<file path="src/rtl/sm83_bus_pkg.sv">
// sm83_bus_pkg
//   Shared definitions for the SM83 system bus: the OAM DMA state encoding
//   and the default addresses of the DMA register, OAM and HRAM. These are
//   used by oam_dma_arbiter, oam_dma_engine and the bench.
package sm83_bus_pkg;

    typedef enum logic [1:0] {
        IDLE  = 2'd0,
        DELAY = 2'd1,
        READ  = 2'd2,
        WRITE = 2'd3
    } dma_state_t;

    localparam logic [15:0] SM83_DMA_REG  = 16'hFF46;
    localparam logic [15:0] SM83_OAM_BASE = 16'hFE00;
    localparam logic [15:0] SM83_HRAM_LO  = 16'hFF80;
    localparam logic [15:0] SM83_HRAM_HI  = 16'hFFFE;
    localparam int          OAM_XFER_LEN  = 160;

endpackage

</file>
<file path="src/rtl/oam_dma_engine.sv">
// oam_dma_engine
//   OAM DMA sequencer: start delay, then alternating READ/WRITE clocks that
//   copy XFER_LEN bytes from {cur_hi, idx} to OAM_BASE + idx.
//   Optional feature macro: OAM_DMA_RESTART_EN. When defined, a start
//   request during an active transfer restarts it from the new source page.
//   When undefined, such a request is ignored by the engine and the transfer
//   in flight keeps its original source page held in cur_hi.
// Ports:
//   clk, rst      system clock; synchronous active-low reset
//   start         CPU write to the DMA register this cycle
//   start_hi      source high byte written by the CPU
//   stall         CPU holds the memory port this cycle (HRAM access)
//   mem_rdata     memory read data for the address driven this cycle
//   dma_active    high in DELAY/READ/WRITE (registered)
//   dma_req       engine wants the memory port (READ/WRITE)
//   dma_addr      address the engine drives when it owns the port
//   dma_write     write strobe the engine drives when it owns the port
//   dma_data      write data (byte fetched by the last READ)
module oam_dma_engine
    import sm83_bus_pkg::*;
#(
    parameter logic [15:0] OAM_BASE    = SM83_OAM_BASE,
    parameter int          XFER_LEN    = OAM_XFER_LEN,
    parameter int          START_DELAY = 1
) (
    input  logic        clk,
    input  logic        rst,
    input  logic        start,
    input  logic [7:0]  start_hi,
    input  logic        stall,
    input  logic [7:0]  mem_rdata,
    output logic        dma_active,
    output logic        dma_req,
    output logic [15:0] dma_addr,
    output logic        dma_write,
    output logic [7:0]  dma_data
);

    localparam logic [7:0] LAST_IDX    = 8'(XFER_LEN - 1);
    localparam logic [3:0] DELAY_INIT  = 4'((START_DELAY == 0) ? 0 : START_DELAY - 1);
    localparam dma_state_t START_STATE = (START_DELAY == 0) ? READ : DELAY;

    dma_state_t state;
    logic [7:0] idx;
    logic [3:0] cnt;
    logic [7:0] cur_hi;
    logic [7:0] data_buf;
    logic       accept;

    // NOTE: every signal assigned in always_comb gets a default first, so no
    // path leaves it unassigned and no latch is inferred.
    always_comb begin
        accept = 1'b0;
`ifdef OAM_DMA_RESTART_EN
        accept = start;
`else
        accept = start && (state == IDLE);
`endif
    end

    // NOTE: all state is updated with non-blocking assignments so every
    // register samples pre-edge values regardless of statement order.
    always_ff @(posedge clk) begin
        if (!rst) begin
            state      <= IDLE;
            idx        <= 8'h00;
            cnt        <= 4'h0;
            cur_hi     <= 8'h00;
            data_buf   <= 8'h00;
            dma_active <= 1'b0;
        end else if (accept) begin
            // A restart discards any byte in flight; idx starts over.
            state      <= START_STATE;
            idx        <= 8'h00;
            cnt        <= DELAY_INIT;
            cur_hi     <= start_hi;
            dma_active <= 1'b1;
        end else begin
            case (state)
                IDLE: ;
                DELAY: begin
                    if (cnt == 4'h0) state <= READ;
                    else             cnt   <= cnt - 4'h1;
                end
                READ: begin
                    if (!stall) begin
                        data_buf <= mem_rdata;
                        state    <= WRITE;
                    end
                end
                WRITE: begin
                    if (!stall) begin
                        // idx never wraps: a 256-byte transfer ends at 255.
                        if (idx == LAST_IDX) begin
                            state      <= IDLE;
                            dma_active <= 1'b0;
                        end else begin
                            idx   <= idx + 8'h01;
                            state <= READ;
                        end
                    end
                end
                default: begin
                    state      <= IDLE;
                    dma_active <= 1'b0;
                end
            endcase
        end
    end

    assign dma_req   = (state == READ) || (state == WRITE);
    assign dma_write = (state == WRITE);
    assign dma_addr  = (state == READ) ? {cur_hi, idx} : (OAM_BASE + {8'h00, idx});
    assign dma_data  = data_buf;

endmodule

</file>
<file path="src/rtl/oam_dma_arbiter.sv">
// oam_dma_arbiter
//   Sits between the SM83 core bus and single-port system memory. Hosts the
//   CPU-visible DMA source register and arbitrates the memory port between
//   the CPU and oam_dma_engine. While the engine is in READ/WRITE, CPU HRAM
//   accesses win (and stall the engine), register accesses are serviced
//   locally, and all other CPU accesses are blocked (reads return 8'hFF).
//   Optional feature macro: OAM_DMA_RESTART_EN (see oam_dma_engine).
// Ports:
//   clk, rst               system clock; synchronous active-low reset
//   cpu_addr/cpu_d_out     CPU address and write data
//   cpu_write              CPU write strobe
//   cpu_d_in               read data to CPU (combinational)
//   mem_addr/mem_d_out     memory address (combinational) and write data
//   mem_write              memory write strobe
//   mem_d_in               memory read data for the address driven this cycle
//   dma_active             transfer in progress (DELAY/READ/WRITE)
module oam_dma_arbiter
    import sm83_bus_pkg::*;
#(
    parameter logic [15:0] DMA_REG_ADDR = SM83_DMA_REG,
    parameter logic [15:0] OAM_BASE     = SM83_OAM_BASE,
    parameter int          XFER_LEN     = OAM_XFER_LEN,
    parameter int          START_DELAY  = 1,
    parameter logic [15:0] HRAM_LO      = SM83_HRAM_LO,
    parameter logic [15:0] HRAM_HI      = SM83_HRAM_HI
) (
    input  logic        clk,
    input  logic        rst,
    input  logic [15:0] cpu_addr,
    input  logic [7:0]  cpu_d_out,
    input  logic        cpu_write,
    output logic [7:0]  cpu_d_in,
    output logic [15:0] mem_addr,
    output logic [7:0]  mem_d_out,
    output logic        mem_write,
    input  logic [7:0]  mem_d_in,
    output logic        dma_active
);

    logic        cpu_hram;
    logic        cpu_reg;
    logic        trigger;
    logic [7:0]  src_hi;
    logic        dma_req;
    logic        dma_owns;
    logic [15:0] dma_addr;
    logic        dma_write;
    logic [7:0]  dma_data;

    assign cpu_hram = (cpu_addr >= HRAM_LO) && (cpu_addr <= HRAM_HI);
    assign cpu_reg  = (cpu_addr == DMA_REG_ADDR);
    assign trigger  = cpu_write && cpu_reg;
    assign dma_owns = dma_req && !cpu_hram;

    // Readback copy of the source page; always follows the latest CPU write,
    // even when the engine keeps its own copy for the transfer in flight.
    always_ff @(posedge clk) begin
        if (!rst)         src_hi <= 8'h00;
        else if (trigger) src_hi <= cpu_d_out;
    end

    oam_dma_engine #(
        .OAM_BASE    (OAM_BASE),
        .XFER_LEN    (XFER_LEN),
        .START_DELAY (START_DELAY)
    ) u_engine (
        .clk        (clk),
        .rst        (rst),
        .start      (trigger),
        .start_hi   (cpu_d_out),
        .stall      (cpu_hram),
        .mem_rdata  (mem_d_in),
        .dma_active (dma_active),
        .dma_req    (dma_req),
        .dma_addr   (dma_addr),
        .dma_write  (dma_write),
        .dma_data   (dma_data)
    );

    always_comb begin
        mem_addr  = cpu_addr;
        mem_d_out = cpu_d_out;
        mem_write = cpu_write && !cpu_reg;
        cpu_d_in  = cpu_reg ? src_hi : mem_d_in;
        if (dma_owns) begin
            mem_addr  = dma_addr;
            mem_d_out = dma_data;
            mem_write = dma_write;
            cpu_d_in  = cpu_reg ? src_hi : 8'hFF;
        end
    end

endmodule

</file>
<file path="config.mk">
export PLATFORM = sky130hd
export DESIGN_NAME = oam_dma_arbiter
export DESIGN_NICKNAME = d
export VERILOG_FILES = /design/src/rtl/sm83_bus_pkg.sv /design/src/rtl/oam_dma_engine.sv /design/src/rtl/oam_dma_arbiter.sv
export SDC_FILE = /design/constraint.sdc
export NUM_CORES = 1
export LEC_CHECK = 0
export CAP_MARGIN = 10
export CORE_AREA = 2 2 69 71
export CTS_BUF_LIST = sky130_fd_sc_hd__clkbuf_4 sky130_fd_sc_hd__clkbuf_8
export CTS_CLUSTER_DIAMETER = 150
export DETAILED_ROUTE_END_ITERATION = 16
export DIE_AREA = 0 0 71 73
export HOLD_SLACK_MARGIN = 0.05
export PLACE_DENSITY = 0.84
export SLEW_MARGIN = 20
export SYNTH_ARGS = -nofsm -noshare
export SYNTH_HDL_FRONTEND = slang
export SYNTH_SLANG_ARGS = --single-unit
</file>
<file path="constraint.sdc">
create_clock -name clk -period 3.32 [get_ports clk]
set_input_delay 0.664 -clock clk [delete_from_list [all_inputs] [get_ports clk]]
set_output_delay 0.664 -clock clk [all_outputs]
set_load 0.02 [all_outputs]
</file>
==> flow_summary.ini <==
[outcome]
status = complete, no violations

[place]
place.detailed.hpwl_mm = 4.33
numPortBuffers = 68
place_worst_setup_slack_ps = -313
dp.cells = 386
gp_congestion = 0.766

[die]
die-area_sq_um = 5180
core-area_sq_um = 4540
die_w_microns = 71
die_h_microns = 73
rows = 25
io-pin-count = 69
initial_utilization_pct = 47.4

[critical_path]
crit_fanout = 6
crit_start = cpu_addr[3]
rr_worst_depth = 4
crit_arrival_ps = 2640
path_class = in -> out
cp-end-kind = output port
cp_cell_sequence = clkdlybuf4s50_1 -> or4_4 -> nor3_4 -> buf_6 -> a21oi_1 -> a21oi_1 -> dlygate4sd2_1
max_stage_delay_ps = 560
r2r_end = u_engine.idx[5]
r2r_start = u_engine.state[0]
rrSetupSlack_ps = 1390
cp_common_cell = a21oi_1
start_kind = primary input
cp.required_ps = 2660
crit_slowest_cell = or4_4

[cells_and_area]
syn2layout_area_growth_pct = 43.2
drive_gt1_share_pct = 22.3
final_cell_mix = nor2_1 (39), dfxtp_1 (39), clkdlybuf4s50_1 (35), nand2_1 (32), a21oi_1 (29)
nets = 381
diodes = 0
stdcell_count = 399
fin_util_pct = 67.9

[min_path]
min_path_cells = 2
min_to = u_engine.dma_data[3]
hold_class = reg -> reg
worstHoldStart = u_engine.dma_data[3]

[clock_tree]
clock_latency_ps = 300
cts_buffers = 5
cts_tree = done
clockRootBuffer = clkbuf_8
clk_transition_reported_paths_ps = 80
cts_hold_buf = 0
htreeDepth = 2
cts_max_path_buffers = 2
clock_sinks = 39

[yosys]
ys_ff_latch = 39
syn_inst = 261
yosysSeqAreaShare_pct = 36.3
synth_cell_types = 39
synth_enable_flop_cells = 0
synthesis.nets = 298
yosys_warnings = 0
yosys_most_used_dff = dfxtp_1
synth-async-reset-ratio_pct = 0
avgSynthCellArea_sq_um = 8.24
syn-cell-area_sq_um = 2150

[power]
power_mw = 1.03
vdd_drop_max_v = 0.000316
switching_share_pct = 24.2
power_density_nw_per_um2 = 335
power.internal_mw = 0.782
leakagePower_nw = 1.34
p_comb_share_pct = 14.1
p_sw_mw = 0.250
clkPwrFrac_pct = 40.7
pwr-share-seq_pct = 45.2

[timing]
tightestPinTransition_ps = 638
finalCriticalPeriod_ps = 3310
rsz0062_at_grt = true
clock.fmax_mhz = 302
fin_crit_sh_pct = 99.6
setup_viol = 0
maxSlewViolCount = 0
fin_worst_skew_ps = 8.79
finalHoldViolCount = 0
slew-limit-headroom_pct = 57.4
final.setup.worst_slack_ps = 12.5

[global_route]
grt_max_degree = 29
globalRouteOverflowTotal = 0
grt_pass1_vias = 2176
globalRouteTotalUtil_pct = 24.3
grt_pass1_wl_mm = 9.99
antenna_found_initial = 0

[run]
max-cap-violations = 0

[detailed_routing]
via_count = 2172
drc = 0
wl_per_cell_microns = 15.1
initialDrtViolationCount = 144
viasPerCell = 5.44
dr.pass1.iters = 4
wirelength_mm = 6.03
antenna_left = 0
-- worst max path at each step --
stage	end	slack [ps]	cells past startpoint
2_1_floorplan	cpu_d_in[0]	670	5
3_3_place_gp	cpu_d_in[1]	-240	7
3_5_place_dp	cpu_d_in[1]	-310	7
4_1_cts	mem_d_out[4]	0.7	7
5_1_grt	mem_addr[3]	-50	10
6_report	cpu_d_in[1]	10	7
-- sequential cells by signal, summed over array words and instances (netlist names) --
signal / cells
u_engine.cnt: 4
u_engine.state: 2
u_engine.dma_active: 1
src_hi: 8
u_engine.idx: 8
u_engine.cur_hi: 8
u_engine.dma_data: 8
-- final cells by class --
type,instances,area [sq um]
Clock inverter,2,35.0
Fill cell,369,1460
Tap cell,54,67.6
Inverter,5,18.8
Clock buffer,6,82.6
Timing Repair Buffer,91,797
Multi-Input combinational cell,202,1300
Sequential cell,39,781
-- cell families after synthesis --
group / share of synthesized area [%]
buffers and inverters: 4.66
AO/OA/AOI/OAI: 13.3
multiplexers: 19.6
flip-flops: 36.3
AND/OR/NAND/NOR: 24.2
adder cells (fa/ha/maj): 1.16
XOR/XNOR: 0.815
-- power by group through the flow --
stage | clock network (mW) | logic [mW] | registers (mW)
floorplan | 0 | 0.0609 | 0.478
global placement | 0 | 0.162 | 0.478
detailed placement | 0 | 0.163 | 0.478
CTS | 0.423 | 0.150 | 0.467
global route | 0.441 | 0.154 | 0.467
finish | 0.420 | 0.145 | 0.467
-- per-stage QoR --
| step | cell area, sq um | setup TNS [ps] | hold slack (ps) |
|---|---|---|---|
| floorplan | 2150 | 0 | 432 |
| global placement | 3000 | -5700 | 432 |
| detailed placement | 3000 | -6510 | 443 |
| CTS | 3110 | 0 | 463 |
| global route | 3080 | -432 | 481 |
| finish | 3080 | 0 | 460 |
-- routing by layer --
layer | part of all wire [%] | up-vias | global-route usage [%]
met2 | 52 | 70 | 43.7
met5 | 0 | - | 0
li1 | - | 1089 | -
met3 | 5.6 | 9 | 5.52
met1 | 41 | 1004 | 28.1
met4 | 1.5 | 0 | 9.22
-- repair_timing --
item | 4_1_cts | 5_1_grt
resized for setup | 60 | 40
pin swaps | 3 | 1
setup buffers | 1 | 2
setup endpoints to repair | 33 | 19
gates cloned | 1 | 1
endpoints found under the hold margin | 0 | 0
-- cells in the mapped netlist, types with 2 or more instances --
cell      count  area, sq um
and4_1        2         17.5
nor2_1       39          146
dfxtp_1      39          781
nand4_1       5         31.3
nand3_1       6         30.0
ha_1          2         25.0
a21oi_1      29          145
or3_1         2         12.5
or4_1         7         52.6
inv_1         4         15.0
nand3b_1      2         15.0
buf_6         2         22.5
and2_1        2         12.5
mux2_2       16          180
clkbuf_1      6         22.5
buf_2         5         25.0
o31ai_1       6         45.0
mux2i_1      24          240
nand2_1      32          120
o21ai_0      12         60.1
-- worst max-delay path: cells and delay by family --
kind	cells	cell delay, ps
AO/OA/AOI/OAI	2	260
buffers and inverters	3	980
AND/OR/NAND/NOR	2	740
Note: power is estimated with default switching activity, not from simulation.
